==> src/rtl/delta_dec_oned.sv <==
// Lane-wise delta decoder: rebuilds vectors from per-lane differences by running
// accumulation mod 2^LW, restarting from an absolute vector at each frame start.
module delta_dec_oned #(
  parameter int LANES     = 4,
  parameter int LW        = 16,
  parameter int FRAME_LEN = 8
) (
  input  logic                   clk,
  input  logic                   rst_n,
  input  logic                   in_valid,
  output logic                   in_ready,
  input  logic [LANES*LW-1:0]    in_data,
  input  logic                   in_first,
  output logic                   out_valid,
  input  logic                   out_ready,
  output logic [LANES*LW-1:0]    out_data,
  output logic                   out_last,
  output logic                   out_first
);

  localparam int DW = LANES * LW;
  localparam int CW = $clog2(FRAME_LEN);
  localparam logic [CW-1:0] LAST_IDX = CW'(FRAME_LEN - 1);

  // Handshake: a beat moves on a cycle where valid and ready are both high.
  // in_ready only needs the output slot to be empty or draining this cycle, so
  // the stage sustains one vector per clock; held outputs stay stable.
  logic          accept;
  logic          frame_start;
  logic [CW-1:0] cnt;
  logic [CW-1:0] eff_idx;
  logic [CW-1:0] next_cnt;
  logic [DW-1:0] result;

  assign in_ready    = !out_valid || out_ready;
  assign accept      = in_valid && in_ready;
  assign frame_start = in_first || (cnt == '0);
  assign eff_idx     = in_first ? '0 : cnt;
  assign next_cnt    = (eff_idx == LAST_IDX) ? '0 : eff_idx + CW'(1);

  // out_data always equals the accumulator, so it doubles as the running sum.
  always_comb begin
    result = '0;
    for (int i = 0; i < LANES; i++) begin
      if (frame_start)
        result[i*LW +: LW] = in_data[i*LW +: LW];
      else
        result[i*LW +: LW] = out_data[i*LW +: LW] + in_data[i*LW +: LW];
    end
  end

  always_ff @(posedge clk) begin
    if (!rst_n) begin
      out_valid <= 1'b0;
      out_data  <= '0;
      out_last  <= 1'b0;
      out_first <= 1'b0;
      cnt       <= '0;
    end else if (accept) begin
      out_valid <= 1'b1;
      out_data  <= result;
      out_first <= frame_start;
      out_last  <= (eff_idx == LAST_IDX);
      cnt       <= next_cnt;
    end else if (out_ready) begin
      out_valid <= 1'b0;
      out_last  <= 1'b0;
      out_first <= 1'b0;
    end
  end

endmodule

==> config.mk <==
export PLATFORM = sky130hd
export DESIGN_NAME = delta_dec_oned
export DESIGN_NICKNAME = d
export VERILOG_FILES = /design/src/rtl/delta_dec_oned.sv
export SDC_FILE = /design/constraint.sdc
export NUM_CORES = 1
export LEC_CHECK = 0
export ABC_AREA = 1
export CORE_ASPECT_RATIO = 1.2
export CORE_MARGIN = 2
export CORE_UTILIZATION = 40
export CTS_BUF_LIST = sky130_fd_sc_hd__clkbuf_4
export DETAILED_ROUTE_END_ITERATION = 7
export PLACE_DENSITY = 0.71
export SYNTH_ARGS = -nofsm -noshare
export SYNTH_HDL_FRONTEND = slang
export SYNTH_SLANG_ARGS = --single-unit
==> constraint.sdc <==
create_clock -name clk -period 2.5 [get_ports clk]
set_input_delay 0.5 -clock clk [delete_from_list [all_inputs] [get_ports clk]]
set_output_delay 0.5 -clock clk [all_outputs]
set_load 0.01 [all_outputs]
==> impl_results.md, run 1 <==
* CTS tree: done
* P_leak at 4.340 nW
* Setup crit end kind: output pin
* Clock Skews at 12.03 ps
* Slew Limit Fails at 0
* DIE HEIGHT at 145.3 µm
* WP data required at 2000 ps
* Hold WC Path Type: flip-flop to flip-flop
* Yosys cell types at 25
* GPL Wtd Cong at 0.9255
* Crit Path Class: input port to output pin
* Final HPWL DP at 14.12 mm
* Switching Fraction at 41.52%
* Initial Util at 40.90%
* Grt ovf at 0
* Top-area cell type share of the netlist area at 22.56%
* Post-route DRC at 0
* CP Launch Type: input port
* Maximum capacitance violations at 0
* RSZ-0062 raised after global routing: false
* Global-route wire length before repair at 31.61 mm
* Die ar. at 17,690 µm²
* Combinational share of power at 47.3%
* Final ANT Viol Nets at 0
* Io pins at 137
* Largest cells by area after synthesis: nand2_1 (23%), dfxtp_1 (21%), ha_1 (12%)
* Post-CTS Setup Bufs at 0
* Fin cells at 1,484
* Period utilization at 86.69%
* Worst-Margin Slew at 522.3 ps
* Final setup fails at 0
* Largest net degree at the start of global routing at 53
* Avg Synthesized Cell Area at 5.838 µm²
* Post-synth EDFFs at 0
* Final WL at 18.74 mm
* CP Max Fanout at 3
* FMAX at 0.4614 GHz
* Crit path DAT at 1670 ps
* Cells after Synth at 1,140
* DP Cell Count at 1,467
* Area grow syn2layout at 25.23%
* Clk pwr share at 17.9%
* Final net count at 1,401
* Die span in x at 121.8 µm
* Top FF cell, synth: dfxtp_1
* Hold Vio Cnt, Final at 0
* Yosys warns at 0
* Vias in the first global route at 6,891
* Switching power at 1.561 mW
* Layout cells sized above 1 at 3.147%
* Core Footprint at 16,270 µm²
* Seq pwr share at 34.8%
* Via count at 7,308
* P_int at 2.198 mW
* Most frequent cell after synthesis: nand2_1
* Wirelength per Cell at 12.63 µm
* Net count after synthesis at 1,275
* Clk_lat worst skew at 450 ps
* Slew headroom at 65.07%
* FP Rows at 51
* PortBufs at 136
* Max VDD drop at 0.0001967 V
* Worst Hold Margin at 467.4 ps
* DRT Pass-1 Iters at 5
* CTS root buffer: clkbuf_4
* Cts hold-fix bufs at 0
* Max H-tree Level at 3
* CTS resizes at 0
* Synth Cell Area at 6655 µm²
* Synth area leader: nand2_1
* Clk sinks at 70
* Power per cell area at 451.0 nW/µm²
* Initial antenna violation count at 1
* Status: complete, no violations
* Flops & latches, synth at 70
* Vias per inst at 4.925
* Post-synth ARST share at 0%
* Starting DRT DRC Count at 425
* Worst-case clock buffer depth at 2
* Total CTS buffers at 9
* Final instance area at 8334 µm²
* Area after DPL at 8228 µm²
* Seq/Total Area, Yosys at 21.06%
* Synth top cells by count: nand2_1 (400), inv_1 (165), a21oi_1 (113)
* Tot GR Track Use at 21.62%
* Tmin final at 2167 ps
* Clock transition at path regs at 130 ps
==> state kept, by name (all words and copies together), names as in the netlist <==
name and cells:
out_first 1, cnt 3, out_data 64, out_valid 1
out_last 1
==> critical path: stages <==
cell and delay, ps:
clkdlybuf4s50_1 450, inv_1 60, nand2_1 110, clkdlybuf4s50_1 550
==> layer usage <==
layer | up-vias | wire length, µm | part of all wire, % | global-route usage (%)
met3 | 20 | 1145 | 6.1 | 4.285
met2 | 161 | 8703 | 46 | 35.89
li1 | 3852 | - | - | -
met4 | 0 | 306 | 1.6 | 7.241
met5 | - | 0 | 0 | 0
met1 | 3275 | 8585 | 46 | 27.78
==> stage by stage <==
stage	total power [mW]	setup TNS, ps	utilization [%]	setup slack (ps)
final	3.759	0	51.22	332.8
after global routing	4.094	0	51.22	271.1
after CTS	3.807	0	51.20	325.9
after detailed placement	3.108	-23.01	50.57	-20.73
after global placement	3.092	0	50.57	37.61
after floorplan	2.507	0	-	619.5
==> cell usage in the layout, fill, tap and decap left out, drive strengths merged, types with 10 or more instances in the layout <==
cell and instances:
nor2 99, nor3 13, inv 166, a21oi 113, o211ai 12, nand2 400, o21ai 27, xor2 19
clkdlybuf4s50 136, nand3 88, ha 62, dfxtp 70, clkbuf 10, buf 14
==> power groups by stage <==
stage | combinational, mW | clock (mW) | sequential [mW]
after global routing | 2.03 | 0.742 | 1.32
after global placement | 1.76 | 0 | 1.33
after floorplan | 1.15 | 0 | 1.36
final | 1.78 | 0.671 | 1.31
after CTS | 1.79 | 0.712 | 1.31
after detailed placement | 1.78 | 0 | 1.33
==> path summary, 6_finish.rpt <==
check / start / endpoint / slack, ps / cells after the start
hold / removal: cnt[2] / cnt[2] / 470 / 2
hold reg to reg: cnt[2] / cnt[2] / 470 / 2
setup / recovery: out_ready / in_ready / 330 / 4
setup reg to reg: out_data[32] / out_data[40] / 580 / 9
==> area by class of cell <==
cell class | count | area [µm²]
Antenna cell | 1 | 2.502
Sequential cell | 70 | 1401
Clock buffer | 10 | 75.07
Timing Repair Buffer | 150 | 1504
Fill cell | 1713 | 7938
Multi-Input combinational cell | 868 | 4431
Clock inverter | 6 | 28.78
Inverter | 167 | 626.9
Tap cell | 212 | 265.3
==> cells by family after synthesis <==
| group | count (synthesis) | synth area share [%] |
|---|---|---|
| fa+ha+maj | 66 | 12.86 |
| xor+xnor | 28 | 3.685 |
| buf+inv | 202 | 12.50 |
| compound gates | 152 | 11.88 |
| simple gates | 622 | 38.01 |
| flops | 70 | 21.06 |
Note: power is estimated with default switching activity, not from simulation.
==> inputs of run 2 (changes only) <==
--- a/config.mk
+++ b/config.mk
@@ -11,7 +11,7 @@
 export CORE_UTILIZATION = 40
 export CTS_BUF_LIST = sky130_fd_sc_hd__clkbuf_4
 export DETAILED_ROUTE_END_ITERATION = 7
-export PLACE_DENSITY = 0.71
+export PLACE_DENSITY = 0.73
 export SYNTH_ARGS = -nofsm -noshare
 export SYNTH_HDL_FRONTEND = slang
 export SYNTH_SLANG_ARGS = --single-unit
==> constraint.sdc (replaced) <==
create_clock -name clk -period 1.7 [get_ports clk]
set_input_delay 0.34 -clock clk [delete_from_list [all_inputs] [get_ports clk]]
set_output_delay 0.34 -clock clk [all_outputs]
set_load 0.01 [all_outputs]
==> run 2 against run 1 <==
  * The flow now finishes with violations (negative setup slack)
  * Setup slack got worse by 390 ps
  * Sequential share of layout area fell by 2.2 points
  * Clock-buffer cell count rose by 4
  * Global-route usage rose by 0.40 points
  * Cell count rose by 5.9%
  * Clock power rose by 56%
  * Sequential power rose by 50%
  * Sequential cell count did not move
  * Die area did not move
  * Non-clock buffer count rose by 88
  * Wire length rose by 9.6%
  * Worst hold slack got worse by 180 ps
  * Largest power group unchanged
  * Highest routed layer is now met5
==> impl_results.md, run 2 (synthesis gave the netlist of run 1 again) <==
* Status: complete, but fails checks
* Violated checks: negative setup slack
* Area after DPL at 8937 µm²
* Fin cells at 1,572
* Vias per inst at 4.919
* Hold WC Path Type: input port to flip-flop
* Filler cells at 1,545
* Largest net degree at the start of global routing at 60
* Final net count at 1,489
* Tmin final at 1754 ps
* Max H-tree Level at 3
* Final worst slack at -54.38 ps
* Clock Skews at 18.60 ps
* Starting DRT DRC Count at 415
* DRT Pass-1 Iters at 7
* Grt ovf at 0
* Final instance area at 9879 µm²
* Io pins at 137
* Cts hold-fix bufs at 0
* Wirelength per Cell at 13.07 µm
* Final setup fails at 12
* Top sig layer: met5
* Initial antenna violation count at 2
* Metal3 WL at 1.157 mm
* Commonest non-fill, non-tap cell in the layout: nand2_1
* Via count at 7,732
* Total CTS buffers at 9
* Die ar. at 17,690 µm²
* Initial Util at 40.90%
* Layout cells sized above 1 at 21.34%
* CTS tree: done
* CP Max Fanout at 2
* Setup crit end kind: flip-flop
* Crit path DAT at 2110 ps
* Period utilization at 103.2%
* DP Cell Count at 1,554
* FP Rows at 51
* WL met1 at 9.259 mm
* Most frequent cells in the layout: nand2_1 (359), inv_1 (165), nor2_1 (96)
* Fin util at 60.72%
* GPL Wtd Cong at 0.8890
* Hold Vio Cnt, Final at 0
* Reg2reg path depth at 8
* PortBufs at 136
* Routed wl met2 at 9.648 mm
* Worst-Margin Slew at 409.5 ps
* CTS root buffer: clkbuf_4
* DIE HEIGHT at 145.3 µm
* Power per cell area at 637.9 nW/µm²
* CP Launch Type: flip-flop
* Global-route wire length before repair at 32.13 mm
* P_leak at 5.137 nW
* Core Footprint at 16,270 µm²
* Worst Hold Margin at 288.7 ps
* Worst-case clock buffer depth at 2
* FMAX at 0.5700 GHz
* Cell depth of the worst hold path at 3
* Post-route DRC at 0
* Die span in x at 121.8 µm
* Total Power at 6.302 mW
* Max reg flops at 64
* Biggest regs: out_data x64, cnt x3
* Final HPWL DP at 14.58 mm
* Final ANT Viol Nets at 0
* Vias in the first global route at 7,100
* Tot GR Track Use at 22.02%
* Slew headroom at 72.60%
* Final WL at 20.54 mm
* Maximum capacitance violations at 0
* Max VDD drop at 0.0003350 V
* Slew Limit Fails at 0
* RSZ-0062 raised after global routing: true
* Clk sinks at 70
* Top reg by flops: out_data
* Clock transition at path regs at 120 ps
* Crit Path Class: flip-flop to flip-flop
* Area grow syn2layout at 48.45%
* WP data required at 2060 ps
* Clk_lat worst skew at 470 ps
-- run 2: final timing paths --
kind                from          end  slack [ps]
max          out_data[0]  out_data[2]         -50
max reg2reg  out_data[0]  out_data[2]         -50
min           in_data[3]  out_data[3]         290
min reg2reg       cnt[1]       cnt[1]         460
-- run 2: what timing repair did --
action | 4_1_cts | 5_1_grt
endpoints found under the setup margin | 91 | 45
buffers inserted | 0 | 1
gates resized for setup | 106 | 135
hold endpoints to repair | 0 | 0
pin swaps | 5 | 32
-- run 2: cell type report --
type	count	area (µm²)	area share, %
sequential	70	1439	14.56
multi-input combinational	868	5285	53.50
antenna	1	2.502	0.02533
clock inverter	2	8.758	0.08865
clock buffer	14	105.1	1.064
timing repair buffer	238	2147	21.73
tap	212	265.3	2.685
inverter	167	626.9	6.345
-- run 2: power breakdown --
| part | switching, mW | internal (mW) | total, mW |
|---|---|---|---|
| logic | 1.71 | 1.57 | 3.28 |
| registers | 0.160 | 1.81 | 1.97 |
| clock network | 0.673 | 0.378 | 1.05 |
-- run 2: layer usage --
layer	track usage, %	vias up
met3	4.914	41
met2	35.89	185
met5	0	-
met4	8.391	2
li1	-	4031
met1	28.13	3473
-- run 2: critical path, cell delays in order (launching register included) --
cell and delay, ps:
dfxtp_2 360, ha_4 160, fa_2 370, buf_4 150
or2_2 290, nand3_1 100, nand3_1 70, o211ai_1 90
inv_1 60
-- run 2: per-stage QoR --
step,setup WS [ps],TNS [ps]
2_1_floorplan,2.052,0
3_3_place_gp,-581.6,-25410
3_5_place_dp,-600.9,-26650
4_1_cts,-8.733,-8.733
5_1_grt,-148.6,-2184
6_report,-54.38,-267.2
